==> src/rtl/uart_pkg.sv <==
// Shared UART definitions: receiver state encoding, oversample landmarks and
// default frame geometry, common to uart_rx and the future uart_tx.
package uart_pkg;

  typedef enum logic [1:0] {
    IDLE  = 2'b00,
    START = 2'b01,
    DATA  = 2'b10,
    STOP  = 2'b11
  } uart_state_e;

  localparam int MID_START        = 7;
  localparam int LAST_OVERSAMPLE  = 15;
  localparam int DEF_N_DATA_BITS  = 8;
  localparam int DEF_N_STOP_TICKS = 16;

  // Width of a counter that must hold values 0..n-1 (at least one bit).
  function automatic int cnt_width(input int n);
    return (n > 1) ? $clog2(n) : 1;
  endfunction

endpackage

==> src/rtl/sync_2ff.sv <==
// Two-flop synchronizer for a single asynchronous input; the reset value sets
// the level presented downstream while in reset.
module sync_2ff #(
  parameter logic RESET_VAL = 1'b1
) (
  input  logic clock,
  input  logic reset,
  input  logic d,
  output logic q
);

  logic meta_q;
  logic sync_q;

  always_ff @(posedge clock) begin
    if (reset) begin
      meta_q <= RESET_VAL;
      sync_q <= RESET_VAL;
    end else begin
      meta_q <= d;
      sync_q <= meta_q;
    end
  end

  assign q = sync_q;

endmodule

==> src/rtl/uart_rx.sv <==
// UART receiver: 16x oversampled, mid-bit sampling, LSB-first assembly, with a
// single-cycle rx_done strobe and a sticky-until-next-frame frame_error.
module uart_rx
  import uart_pkg::*;
#(
  parameter int N_DATA_BITS  = DEF_N_DATA_BITS,
  parameter int N_STOP_TICKS = DEF_N_STOP_TICKS,
  parameter int N_TICK_BITS  = 4
) (
  input  logic                   clock,
  input  logic                   reset,
  input  logic                   tick,
  input  logic                   rx,
  output logic [N_DATA_BITS-1:0] data_out,
  output logic                   rx_done,
  output logic                   frame_error,
  output logic                   busy
);

  localparam int N_BIT_W = cnt_width(N_DATA_BITS);

  localparam logic [N_TICK_BITS-1:0] S_MID  = N_TICK_BITS'(MID_START);
  localparam logic [N_TICK_BITS-1:0] S_LAST = N_TICK_BITS'(LAST_OVERSAMPLE);
  localparam logic [N_TICK_BITS-1:0] S_STOP = N_TICK_BITS'(N_STOP_TICKS - 1);
  localparam logic [N_BIT_W-1:0]     N_LAST = N_BIT_W'(N_DATA_BITS - 1);

  logic rx_s;

  uart_state_e            state_q, state_d;
  logic [N_TICK_BITS-1:0] s_q, s_d;
  logic [N_BIT_W-1:0]     n_q, n_d;
  logic [N_DATA_BITS-1:0] shreg_q, shreg_d;
  logic [N_DATA_BITS-1:0] data_q, data_d;
  logic                   done_q, done_d;
  logic                   ferr_q, ferr_d;

  sync_2ff #(.RESET_VAL(1'b1)) u_rx_sync (
    .clock (clock),
    .reset (reset),
    .d     (rx),
    .q     (rx_s)
  );

  always_comb begin
    state_d = state_q;
    s_d     = s_q;
    n_d     = n_q;
    shreg_d = shreg_q;
    data_d  = data_q;
    ferr_d  = ferr_q;
    done_d  = 1'b0;

    case (state_q)
      // Start detect is deliberately not tick-gated so it reacts within a clock.
      IDLE: begin
        if (!rx_s) begin
          state_d = START;
          s_d     = '0;
        end
      end

      START: begin
        if (tick) begin
          if (s_q == S_MID) begin
            if (!rx_s) begin
              state_d = DATA;
              s_d     = '0;
              n_d     = '0;
            end else begin
              state_d = IDLE;
            end
          end else begin
            s_d = s_q + 1'b1;
          end
        end
      end

      DATA: begin
        if (tick) begin
          if (s_q == S_LAST) begin
            s_d     = '0;
            shreg_d = {rx_s, shreg_q[N_DATA_BITS-1:1]};
            if (n_q == N_LAST) begin
              state_d = STOP;
            end else begin
              n_d = n_q + 1'b1;
            end
          end else begin
            s_d = s_q + 1'b1;
          end
        end
      end

      // Stop level is taken at the end of the stop period, not mid-bit.
      STOP: begin
        if (tick) begin
          if (s_q == S_STOP) begin
            data_d  = shreg_q;
            ferr_d  = ~rx_s;
            done_d  = 1'b1;
            state_d = IDLE;
          end else begin
            s_d = s_q + 1'b1;
          end
        end
      end

      default: state_d = IDLE;
    endcase
  end

  always_ff @(posedge clock) begin
    if (reset) begin
      state_q <= IDLE;
      s_q     <= '0;
      n_q     <= '0;
      shreg_q <= '0;
      data_q  <= '0;
      done_q  <= 1'b0;
      ferr_q  <= 1'b0;
    end else begin
      state_q <= state_d;
      s_q     <= s_d;
      n_q     <= n_d;
      shreg_q <= shreg_d;
      data_q  <= data_d;
      done_q  <= done_d;
      ferr_q  <= ferr_d;
    end
  end

  assign data_out    = data_q;
  assign rx_done     = done_q;
  assign frame_error = ferr_q;
  assign busy        = (state_q != IDLE);

endmodule

==> config.mk <==
export PLATFORM = sky130hd
export DESIGN_NAME = uart_rx
export DESIGN_NICKNAME = d
export VERILOG_FILES = /design/src/rtl/uart_pkg.sv /design/src/rtl/sync_2ff.sv /design/src/rtl/uart_rx.sv
export SDC_FILE = /design/constraint.sdc
export NUM_CORES = 1
export LEC_CHECK = 0
export BUFFER_PORTS_ARGS = -buffer_cell sky130_fd_sc_hd__buf_4
export CORE_MARGIN = 1
export CORE_UTILIZATION = 35
export DETAILED_ROUTE_END_ITERATION = 12
export GPL_ROUTABILITY_DRIVEN = 0
export PLACE_DENSITY = 0.59
export REMOVE_ABC_BUFFERS = 1
export SLEW_MARGIN = 5
export SYNTH_ARGS = -nofsm -noshare
export SYNTH_HDL_FRONTEND = slang
export SYNTH_SLANG_ARGS = --single-unit
==> constraint.sdc <==
create_clock -name clock -period 2.3 [get_ports clock]
set_input_delay 0.23 -clock clock [delete_from_list [all_inputs] [get_ports clock]]
set_output_delay 0.23 -clock clock [all_outputs]
set_load 0.02 [all_outputs]
# Word level (Yosys, flattened, before mapping)
# Cells that the tools add are included.
classes:
  reduce_logical: 9
  n_addsub: 2
  bitwise: 3
  n_eq_ne: 17
  mux: 26
op_table:
  columns: ["operator", "count"]
  rows:
  - ["$mux 4", 7]
  - ["$ne 2x2->1 const B", 11]
  - ["$mux 2", 9]
  - ["$mux 3", 6]
  - ["$pmux 4 s4", 1]
  - ["$pmux 2 s4", 1]
  - ["$reduce_and 8->1", 1]
  - ["$reduce_and 7->1", 1]
  - ["$pmux 3 s2", 1]
  - ["$reduce_and 3->1", 2]
  - ["$add 4x1->4 const B", 1]
  - ["$eq 2x2->1 const B", 2]
  - ["$eq 4x3->1 const B", 1]
  - ["$eq 4x4->1 const B", 1]
  - ["$reduce_and 4->1", 1]
  - ["$reduce_bool 2->1", 2]
  - ["$add 3x1->3 const B", 1]
  - ["$eq 3x3->1 const B", 1]
  - ["$not 1->1", 3]
  - ["$reduce_or 3->1", 1]
  - ["$eq 2x1->1 const B", 1]
  - ["$logic_not 2->1", 1]
  - ["$mux 1", 1]
word_totals:
  inputBits: 4
  output_inout_bits: 11
  ff_bits: 29

# Logic depth before layout (Yosys ltp)
# Gate-level depths: netlist of the first run.
logic_depth:
  ltp_word: 5
  depth_mapped: 6
  ltp_nobuf: 6

# Modules after synthesis
# A second synthesis of the first run with hierarchy kept.
hier_totals:
  hier_cells: 129
  area_unflattened_um2: 1272.5
by_module_without_submodules:
  columns: ["module", "cells_per_inst", "n_inst", "seq_area_each_um2", "area_each_um2"]
  rows:
  - ["uart_rx", 125, 1, 540.5, 1219.9]
  - ["sync_2ff", 4, 1, 40.0, 52.6]

# Worst setup path after synthesis of the first run
# No wires, ideal clock.
synth_timing:
  path_kind: "reg-to-reg"
  start: "register n_q[0]"
  end: "register n_q[0]"
  path_stages_with_launch: 7
  path_buffers: 0
  arrival_ps: 1718
  t_required_ps: 2230
  path_slack_ps: 512
  setup_ps: 70
  path_cell_list: "dfxtp_1 -> ha_1 -> ha_1 -> and4bb_1 -> o2111ai_2 -> or4b_1 -> a21oi_1"
synth_between:
  elab_chain_cells: 5
  word_cells_on_any_way: 8
  cone_classes: "add/sub (1); eq/ne (2); mux (4); reduce/logical (1)"
synth_rtl:
  columns: ["element", "line_no", "text"]
  rows:
  - ["start, declared", "uart_rx.sv:31", "logic [N_BIT_W-1:0] n_q, n_d;"]
  - ["start signal, assigned", "uart_rx.sv:124", "n_q <= n_d;"]
  - ["$add 3x1->3", "uart_rx.sv:86", "n_d = n_q + 1'b1;"]
  - ["$mux 3", "uart_rx.sv:83", "if (n_q == N_LAST) begin"]
  - ["$mux 3", "uart_rx.sv:80", "if (s_q == S_LAST) begin"]
  - ["$mux 3", "uart_rx.sv:79", "if (tick) begin"]
  - ["$pmux 3 s2", "uart_rx.sv:53", "case (state_q)"]
# Parallel ways exist; a longest one is shown, timed or not. The select of a mux whose other input is x is not followed.
# A chain may end at the register's enable or synchronous reset.

# Final worst setup path of the first run
# Ends and elaborated chain as after synthesis.

==> run summary, run 1 <==
Worst Setup Slack, final: 409 ps
Cells taking the most area after synthesis: dfxtp_1 45%, mux2i_1 14%, nor2_1 7.3%, a211oi_1 2.9%, ha_1 2.9%
# hold bufs at CTS: 0
Leading cell type in the layout, fill and taps excluded: dfxtp_1
Synthesized cell area: 1280 µm²
Post-place setup slack: 421 ps
N_diodes: 0
Outcome: complete, no violations
Via Count: 978
Clk Latency, worst-skew pair: 330 ps
Full die area: 3920 µm²
Clock root cell: clkbuf_4
Antenna Violating Nets Remaining: 0
Drt wl/cell: 12.2 µm
Die width: 62.6 µm
Shortest period the worst path allows: 1890 ps
Cell breakdown of the critical path: ha_1 > ha_1 > and4bb_1 > o2111ai_2 > or4b_1 > a21oi_1
DRT iter0 DRCs: 119
Utilization after layout: 43.2%
Synth area leader: dfxtp_1
Layout cells sized above 1: 20.7%
Primary FF master, synth: dfxtp_1
Global Route Usage Sum: 13.2%
Vias in the first global route: 857
Post-CTS Resized: 0
Top delay family on crit path: simple AND/OR/NAND/NOR gates
Number of slew-limit violations in the final report: 0
Clock share of power: 39.9%
Slew headroom: 64.9%
Fillcell total: 347
Power per cell area: 609 nW/µm²
Row Count: 21
Max Fanout on Critical Path: 4
Syn avg cell area: 9.88 µm²
Worst Path Required: 2570 ps
First-pass GRT wire length: 3880 µm
Comb pwr share: 3.2%
Worst Tran Pin Value: 526 ps
Final Non-Filler Cells: 191
Initial core utilization: 37.6%
Post-synthesis sequential area ratio: 45.2%
Initial DRT Pass Iterations: 4
Final period util: 82.2%
Area occupied by multi-input gates: 642 µm²
DP Area: 1400 µm²
Fin nets: 151
Internal: 0.694 mW
I/O Pins: 15
Post-Syn Instances: 130
CP arrival: 2160 ps
GRT overflow: 0
CTS Sinks: 29
Commonest cells after routing, fill and taps aside: 29 x dfxtp_1, 25 x nor2_1, 18 x mux2i_1
Clock slew at reported path FFs: 90 ps
CTS Buffer Depth: 2
Final Hold Vio Count: 0
Crit Path Class: reg2reg
PortBufs: 14
Most repeated library cell on the critical path: ha_1
Max-cap violations: 0
Hold/Removal Path Class: in2reg
Setup bufs post-CTS: 0
Largest net degree at the start of global routing: 32
Core ar.: 3420 µm²
FF/Latch Area: 581 µm²
CTS tree: done
CTS Buf Count: 5
Initial antenna violation count: 0
RSZ-0062 raised after global routing: false
FF+latch count, synth: 29
Finish-stage setup viols: 0
Syn-to-layout area delta: 14.7%
Final instance area: 1470 µm²
DRC Markers: 0
# placed instances: 183
FFs w/ async S/R, synth: 0%
Post-synth EDFFs: 0
Htree depth: 2
Vias/cell: 5.12
Clock Skews: 11.3 ps
Slowest stage delay, CP: 530 ps
Fmax: 529 MHz
CP max stage cell: or4b_1
Library cells used by synthesis: 34
Die Ht: 62.6 µm
Hpwl dp: 1520 µm
Seq pwr share: 56.9%
Max IR drop VDD: 0.377 mV
Final Total Pwr: 0.898 mW
Routed WL: 2330 µm
Leakage power total: 0.535 nW
CP Capture Type: flip-flop
YS warnings: 0
Share of the synthesized area in the top cell type: 45.2%
Net Switching: 0.204 mW
Worst path bufs/invs: 0
Switching share of power: 22.7%
Worst Setup Start Kind: flip-flop
[layout make-up]
type	instances	share of cell area, %
Clock inverter	1	0.340
Clock buffer	7	4.41
Sequential cell	29	39.4
Multi-Input combinational cell	91	43.5
Inverter	1	0.255
Timing Repair Buffer	16	8.15
Tap cell	46	3.90
[stage by stage]
stage	hold slack, ps	TNS (ps)
floorplan	299	-1900
global placement	402	0
detailed placement	399	0
CTS	58.2	0
global route	46.4	0
finish	74.5	0
[final timing paths]
check / from / end / slack (ps) / cells past startpoint
worst min-delay path: rx / u_rx_sync.meta_q$_SDFF_PP1_ / 70 / 2
worst max-delay path: n_q[0]$_SDFFE_PP0P_ / n_q[0]$_SDFFE_PP0P_ / 410 / 6
worst max register to register: n_q[0]$_SDFFE_PP0P_ / n_q[0]$_SDFFE_PP0P_ / 410 / 6
worst min register to register: u_rx_sync.meta_q$_SDFF_PP1_ / u_rx_sync.q$_SDFF_PP1_ / 420 / 1
[power groups by stage]
stage | sequential [mW] | combinational [mW] | clock (mW)
after CTS | 0.511 | 0.0290 | 0.373
after global routing | 0.512 | 0.0314 | 0.398
final | 0.511 | 0.0285 | 0.359
after floorplan | 0.521 | 0.0127 | 0
after detailed placement | 0.523 | 0.0290 | 0
after global placement | 0.523 | 0.0282 | 0
[cells in the mapped netlist (3+ instances only)]
cell and n:
nor2_1 25, buf_6 3, ha_1 3, nand2_1 6, dfxtp_1 29, a211oi_1 5, buf_2 3, nand3_1 3
mux2i_1 18, o21ai_0 3
[cells by family after synthesis]
family / share of synthesized area, %
simple gates: 21.1
flops: 45.2
mux: 14.9
compound gates: 9.15
buf+inv: 5.35
fa+ha+maj: 2.92
xor+xnor: 1.36
[flip-flops by register name, indices dropped and copies added, names as in the netlist, named ones only]
name              count
data_out              8
shreg_q               8
s_q                   4
n_q                   3
frame_error           1
rx_done               1
state_q               1
u_rx_sync.meta_q      1
u_rx_sync.q           1
[per-layer routing]
layer | routed length, µm | global-route usage, %
met5 | 0 | 0
met4 | 73 | 10.5
met3 | 99 | 4.38
met2 | 1030 | 18.5
met1 | 1130 | 16.4
Note: power is estimated with default switching activity, not from simulation.
==> inputs of run 2 (changes only) <==
--- a/config.mk
+++ b/config.mk
@@ -5,12 +5,13 @@
 export SDC_FILE = /design/constraint.sdc
 export NUM_CORES = 1
 export LEC_CHECK = 0
+export ABC_AREA = 1
 export BUFFER_PORTS_ARGS = -buffer_cell sky130_fd_sc_hd__buf_4
 export CORE_MARGIN = 1
 export CORE_UTILIZATION = 35
 export DETAILED_ROUTE_END_ITERATION = 12
 export GPL_ROUTABILITY_DRIVEN = 0
-export PLACE_DENSITY = 0.59
+export PLACE_DENSITY = 0.61
 export REMOVE_ABC_BUFFERS = 1
 export SLEW_MARGIN = 5
 export SYNTH_ARGS = -nofsm -noshare
==> constraint.sdc (replaced) <==
create_clock -name clock -period 1.6 [get_ports clock]
set_input_delay 0.16 -clock clock [delete_from_list [all_inputs] [get_ports clock]]
set_output_delay 0.16 -clock clock [all_outputs]
set_load 0.02 [all_outputs]
==> run 2 against run 1 <==
  * Utilization is 1.6 points higher
  * Fmax up 29%
  * Sequential share of layout area is 0.99 points lower
  * Wire length is 11% higher
  * Sequential power grew 46%
  * Final area up 2.8%
  * Hold slack lost 22 ps
  * Register-to-register slack got worse by 270 ps
  * Clock skew rose by 7.7 ps
  * Synthesized area down 1.4%
==> run summary, run 2 <==
Outcome: complete, no violations
Worst reg2reg startpoint: s_q[1]$_SDFFE_PP0P_
Via Count: 1103
Internal: 1.00 mW
Post-place setup slack: 69.0 ps
Switching share of power: 28.2%
Crit Path Class: reg2reg
Fin Setup TNS: 0 ps
Vias/cell: 4.65
Reg2reg end: n_q[0]$_SDFFE_PP0P_
Utilization after layout: 44.7%
Initial antenna violation count: 0
Clock Skews: 19.0 ps
RSZ-0062 raised after global routing: false
Shortest period the worst path allows: 1460 ps
FF+latch count, synth: 29
Clock share of power: 34.8%
Final Hold Vio Count: 0
Hold Slack: 52.8 ps
Syn-to-layout area delta: 19.5%
Fin nets: 197
Clock root cell: clkbuf_4
I/O Pins: 15
Slew headroom: 67.0%
Final period util: 91.4%
Vias in the first global route: 1103
CP Capture Type: flip-flop
Die width: 62.2 µm
Post-Syn Instances: 168
Worst Path Required: 1830 ps
CP arrival: 1700 ps
DP Area: 1430 µm²
Net Switching: 0.393 mW
Die Ht: 62.2 µm
Worst Setup Start Kind: flip-flop
Share of the synthesized area in the top cell type: 45.8%
Drt wl/cell: 10.9 µm
Post-synthesis sequential area ratio: 45.8%
Grt met1 use: 16.6%
Seq pwr share: 53.4%
Antenna Violating Nets Remaining: 0
Synth area leader: dfxtp_1
Max Fanout on Critical Path: 4
Fmax: 684 MHz
Syn avg cell area: 7.54 µm²
YS warnings: 0
Primary FF master, synth: dfxtp_1
FFs w/ async S/R, synth: 0%
Hpwl dp: 1900 µm
Leakage power total: 0.677 nW
Commonest cells after routing, fill and taps aside: 40 x nor2_1, 29 x nand2_1, 28 x dfxtp_1
Clk Latency, worst-skew pair: 340 ps
Global routing usage on met3: 6.80%
N_diodes: 0
Initial core utilization: 37.4%
Number of slew-limit violations in the final report: 0
Worst Setup Slack, final: 137 ps
Cells taking the most area after synthesis: dfxtp_1 46%, nor2_1 12%, nand2_1 8.6%, o21ai_0 6.7%, nand3_1 3.6%
Leading cell type in the layout, fill and taps excluded: nor2_1
CTS Buf Count: 5
CTS Sinks: 29
GRT overflow: 0
Full die area: 3870 µm²
CTS Buffer Depth: 2
Clock slew at reported path FFs: 90 ps
Crit path from: s_q[1]$_SDFFE_PP0P_
Post-synth EDFFs: 0
Comb pwr share: 11.8%
Final instance area: 1520 µm²
Initial DRT Pass Iterations: 4
Finish-stage setup viols: 0
Worst Hold Path Cells: 2
DRC Markers: 0
Count leader, synth: nor2_1
DRT iter0 DRCs: 62
PortBufs: 14
Library cells used by synthesis: 23
Routed WL: 2590 µm
R2r setup slk: 140 ps
Worst Tran Pin Value: 494 ps
CTS tree: done
M2 GR Usage: 26.5%
Global route hottest layer: met2
Power per cell area: 920 nW/µm²
Hold/Removal Path Class: in2reg
Max-cap violations: 0
Most frequent cells after synthesis: 40 x nor2_1, 29 x dfxtp_1, 29 x nand2_1
Synthesized cell area: 1270 µm²
Row Count: 21
Layout cells sized above 1: 22.0%
Global Route Usage Sum: 15.8%
First-pass GRT wire length: 4710 µm
Largest net degree at the start of global routing: 22
Core ar.: 3390 µm²
Cell depth of the worst flop-to-flop path: 6
Htree depth: 2
Critical Path Sink: n_q[0]$_SDFFE_PP0P_
Max IR drop VDD: 0.531 mV
-- run 2: changes by cell type in the layout (fill, tap and decap cells not counted), moves of 4 or more --
cell / delta
a21oi_1: +6
o21ai_0: +14
nand4_1: +4
nand2_1: +23
nor2_1: +15
nand3_1: +6
a211oi_1: -5
mux2i_1: -18
inv_1: +8
-- run 2: per-layer routing --
layer | wire, µm | up-vias
met4 | 54 | 0
met3 | 95 | 6
met2 | 1230 | 14
met1 | 1210 | 488
li1 | - | 595
met5 | 0 | -
-- run 2: layout make-up --
type,count,area [µm²]
inverters,12,50.0
clock inverters,2,13.8
flip-flops and latches,29,582
multi-input cells,125,631
clock buffers,6,51.3
fillers,352,1870
well taps,46,57.6
repair buffers,17,130
-- run 2: power by group through the flow --
stage | Sequential (mW) | Clock [mW] | Combinational [mW]
after floorplan | 0.757 | 0 | 0.118
after global placement | 0.761 | 0 | 0.161
after detailed placement | 0.761 | 0 | 0.164
after CTS | 0.744 | 0.510 | 0.166
after global routing | 0.747 | 0.537 | 0.189
final | 0.744 | 0.485 | 0.164
-- run 2: cell families after synthesis --
| group | synth area share, % |
|---|---|
| AND/OR/NAND/NOR | 34.6 |
| flip-flops | 45.8 |
| AO/OA/AOI/OAI | 11.9 |
| buffers and inverters | 4.64 |
| adder cells (fa/ha/maj) | 2.96 |
-- run 2: worst min path at each step --
stage | startpoint | end
floorplan | reset | n_q[1]$_SDFFE_PP0P_
global placement | rx | u_rx_sync.meta_q$_SDFF_PP1_
finish | reset | n_q[1]$_SDFFE_PP0P_
global route | reset | s_q[1]$_SDFFE_PP0P_
CTS | reset | n_q[1]$_SDFFE_PP0P_
detailed placement | rx | u_rx_sync.meta_q$_SDFF_PP1_
-- run 2: what timing repair did --
item / 4_1_cts / 5_1_grt
endpoints found under the hold margin: 1 / 0
gates resized for setup: 0 / 2
buffers inserted: 0 / 1
hold buffers: 1 / 0
endpoints found under the setup margin: 0 / 19
-- run 2: worst max-delay path, cell delays in order (launching register included) --
cell and delay, ps:
dfxtp_1 390, ha_2 250, nand3_1 150, a21oi_2 240, nand3_1 150, nor2_1 130, nor2_1 60
-- run 2: stage by stage --
stage                     power, mW  std cells
after floorplan               0.875        166
after global placement        0.921        227
after detailed placement      0.925        227
after CTS                      1.42        236
after global routing           1.47        237
final                          1.39        237
==> inputs of run 3 (changes only) <==
--- a/config.mk
+++ b/config.mk
@@ -9,11 +9,12 @@
 export BUFFER_PORTS_ARGS = -buffer_cell sky130_fd_sc_hd__buf_4
 export CORE_MARGIN = 1
 export CORE_UTILIZATION = 35
+export CTS_BUF_LIST = sky130_fd_sc_hd__clkbuf_8 sky130_fd_sc_hd__clkbuf_16
 export DETAILED_ROUTE_END_ITERATION = 12
 export GPL_ROUTABILITY_DRIVEN = 0
 export PLACE_DENSITY = 0.61
 export REMOVE_ABC_BUFFERS = 1
-export SLEW_MARGIN = 5
+export SLEW_MARGIN = 15
 export SYNTH_ARGS = -nofsm -noshare
 export SYNTH_HDL_FRONTEND = slang
 export SYNTH_SLANG_ARGS = --single-unit
==> run 3 against run 2 <==
  * Clock power increased by 30%
  * Clock skew decreased by 10 ps
  * Highest routed layer unchanged
  * Non-clock buffer count decreased by 1
  * Cell count decreased by 0.42%
  * Largest cell class unchanged
  * Sequential cell count unchanged
==> run summary, run 3 (synthesized netlist as in run 2, its figures left out) <==
Fmax: 681 MHz
Global routing usage on met3: 6.25%
Largest net degree at the start of global routing: 22
Row Count: 21
CP max stage cell: dfxtp_1
Initial DRT Pass Iterations: 4
CTS Buf Count: 5
Via Count: 1101
Commonest cells after routing, fill and taps aside: 40 x nor2_1, 29 x nand2_1, 29 x dfxtp_1
CTS Buffer Depth: 2
N_diodes: 0
Worst Hold Path Cells: 2
Grt met1 use: 16.9%
PortBufs: 14
First-pass GRT wire length: 4730 µm
Worst Path Required: 1770 ps
Max-cap violations: 0
RSZ-0062 raised after global routing: false
Initial core utilization: 37.4%
Fillcell total: 340
Syn-to-layout area delta: 21.9%
Cell depth of the worst flop-to-flop path: 6
Leading cell type in the layout, fill and taps excluded: nor2_1
CTS Sinks: 29
Worst Setup Start Kind: flip-flop
CP arrival: 1640 ps
Worst reg2reg startpoint: s_q[0]$_SDFFE_PP0P_
GRT overflow: 0
Power per cell area: 994 nW/µm²
Max IR drop VDD: 0.607 mV
Fin nets: 196
Leakage power total: 0.685 nW
# hold bufs at CTS: 0
Slew headroom: 66.9%
Final instance area: 1550 µm²
Fin Setup TNS: 0 ps
Global route hottest layer: met2
Crit path from: s_q[0]$_SDFFE_PP0P_
Hpwl dp: 1900 µm
Clk Latency, worst-skew pair: 280 ps
Global Route Usage Sum: 15.8%
Layout cells sized above 1: 21.6%
Crit path depth: 6
Worst Tran Pin Value: 496 ps
Clock Skews: 8.82 ps
DRC Markers: 0
Crit Path Class: reg2reg
Cell breakdown of the critical path: ha_4 > nand3_1 > a21oi_2 > nand3_1 > nor2_1 > nor2_1
Reg2reg end: n_q[0]$_SDFFE_PP0P_
Critical Path Sink: n_q[0]$_SDFFE_PP0P_
Die width: 62.2 µm
Number of slew-limit violations in the final report: 0
Utilization after layout: 45.6%
Max Fanout on Critical Path: 5
I/O Pins: 15
Worst Setup Slack, final: 132 ps
M2 GR Usage: 26.9%
Final Hold Vio Count: 0
Htree depth: 2
Clock root cell: clkbuf_8
Vias/cell: 4.67
Shortest period the worst path allows: 1470 ps
CP Capture Type: flip-flop
Routed WL: 2590 µm
Outcome: complete, no violations
CTS tree: done
Final period util: 91.8%
Clock slew at reported path FFs: 60 ps
DRT iter0 DRCs: 41
Hold/Removal Path Class: in2reg
Worst path bufs/invs: 0
Core ar.: 3390 µm²
Top delay family on crit path: simple AND/OR/NAND/NOR gates
R2r setup slk: 130 ps
Vias in the first global route: 1095
Slowest stage delay, CP: 440 ps
Die Ht: 62.2 µm
Finish-stage setup viols: 0
Drt wl/cell: 11.0 µm
Antenna Violating Nets Remaining: 0
Post-place setup slack: 69.0 ps
Hold Slack: 63.9 ps
Initial antenna violation count: 0
Full die area: 3870 µm²
DP Area: 1430 µm²
[run 3: worst min path at each step]
stage                                  end  slack [ps]  startpoint
3_3_place_gp   u_rx_sync.meta_q$_SDFF_PP1_         340          rx
2_1_floorplan          n_q[1]$_SDFFE_PP0P_         230       reset
6_report       u_rx_sync.meta_q$_SDFF_PP1_          60          rx
4_1_cts        u_rx_sync.meta_q$_SDFF_PP1_          50          rx
3_5_place_dp   u_rx_sync.meta_q$_SDFF_PP1_         350          rx
5_1_grt        u_rx_sync.meta_q$_SDFF_PP1_          60          rx
[run 3: repair_timing]
item	4_1_cts	5_1_grt
resized for setup	0	2
endpoints found under the setup margin	0	18
buffers inserted	0	1
[run 3: layout make-up]
cell class / instances / area, µm² / area share (%)
multi-input cells: 125 / 641 / 41.5
well taps: 46 / 57.6 / 3.72
clock buffers: 6 / 82.6 / 5.34
clock inverters: 2 / 13.8 / 0.891
repair buffers: 16 / 120 / 7.77
flip-flops and latches: 29 / 581 / 37.6
inverters: 12 / 50.0 / 3.24
[run 3: per-stage QoR]
| stage | instances | power (mW) |
|---|---|---|
| 6_report | 236 | 1.54 |
| 5_1_grt | 236 | 1.62 |
| 4_1_cts | 235 | 1.57 |
| 3_5_place_dp | 227 | 0.925 |
| 3_3_place_gp | 227 | 0.921 |
| 2_1_floorplan | 166 | 0.875 |
[run 3: power by group]
group          internal [mW]  switching, mW
clock                  0.348          0.281
sequential             0.732         0.0135
combinational         0.0541          0.108
[run 3: layer usage]
| layer | vias up | share of wire (%) |
|---|---|---|
| li1 | 594 | - |
| met1 | 486 | 47 |
| met2 | 16 | 47 |
| met3 | 5 | 3.3 |
| met4 | 0 | 2.2 |
| met5 | - | 0 |
[run 3: worst reg2reg max path, stage by stage (launching register included)]
cell     delay (ps)
dfxtp_1         440
ha_4            200
nand3_1         150
a21oi_2         240
nand3_1         150
nor2_1          130
nor2_1           60
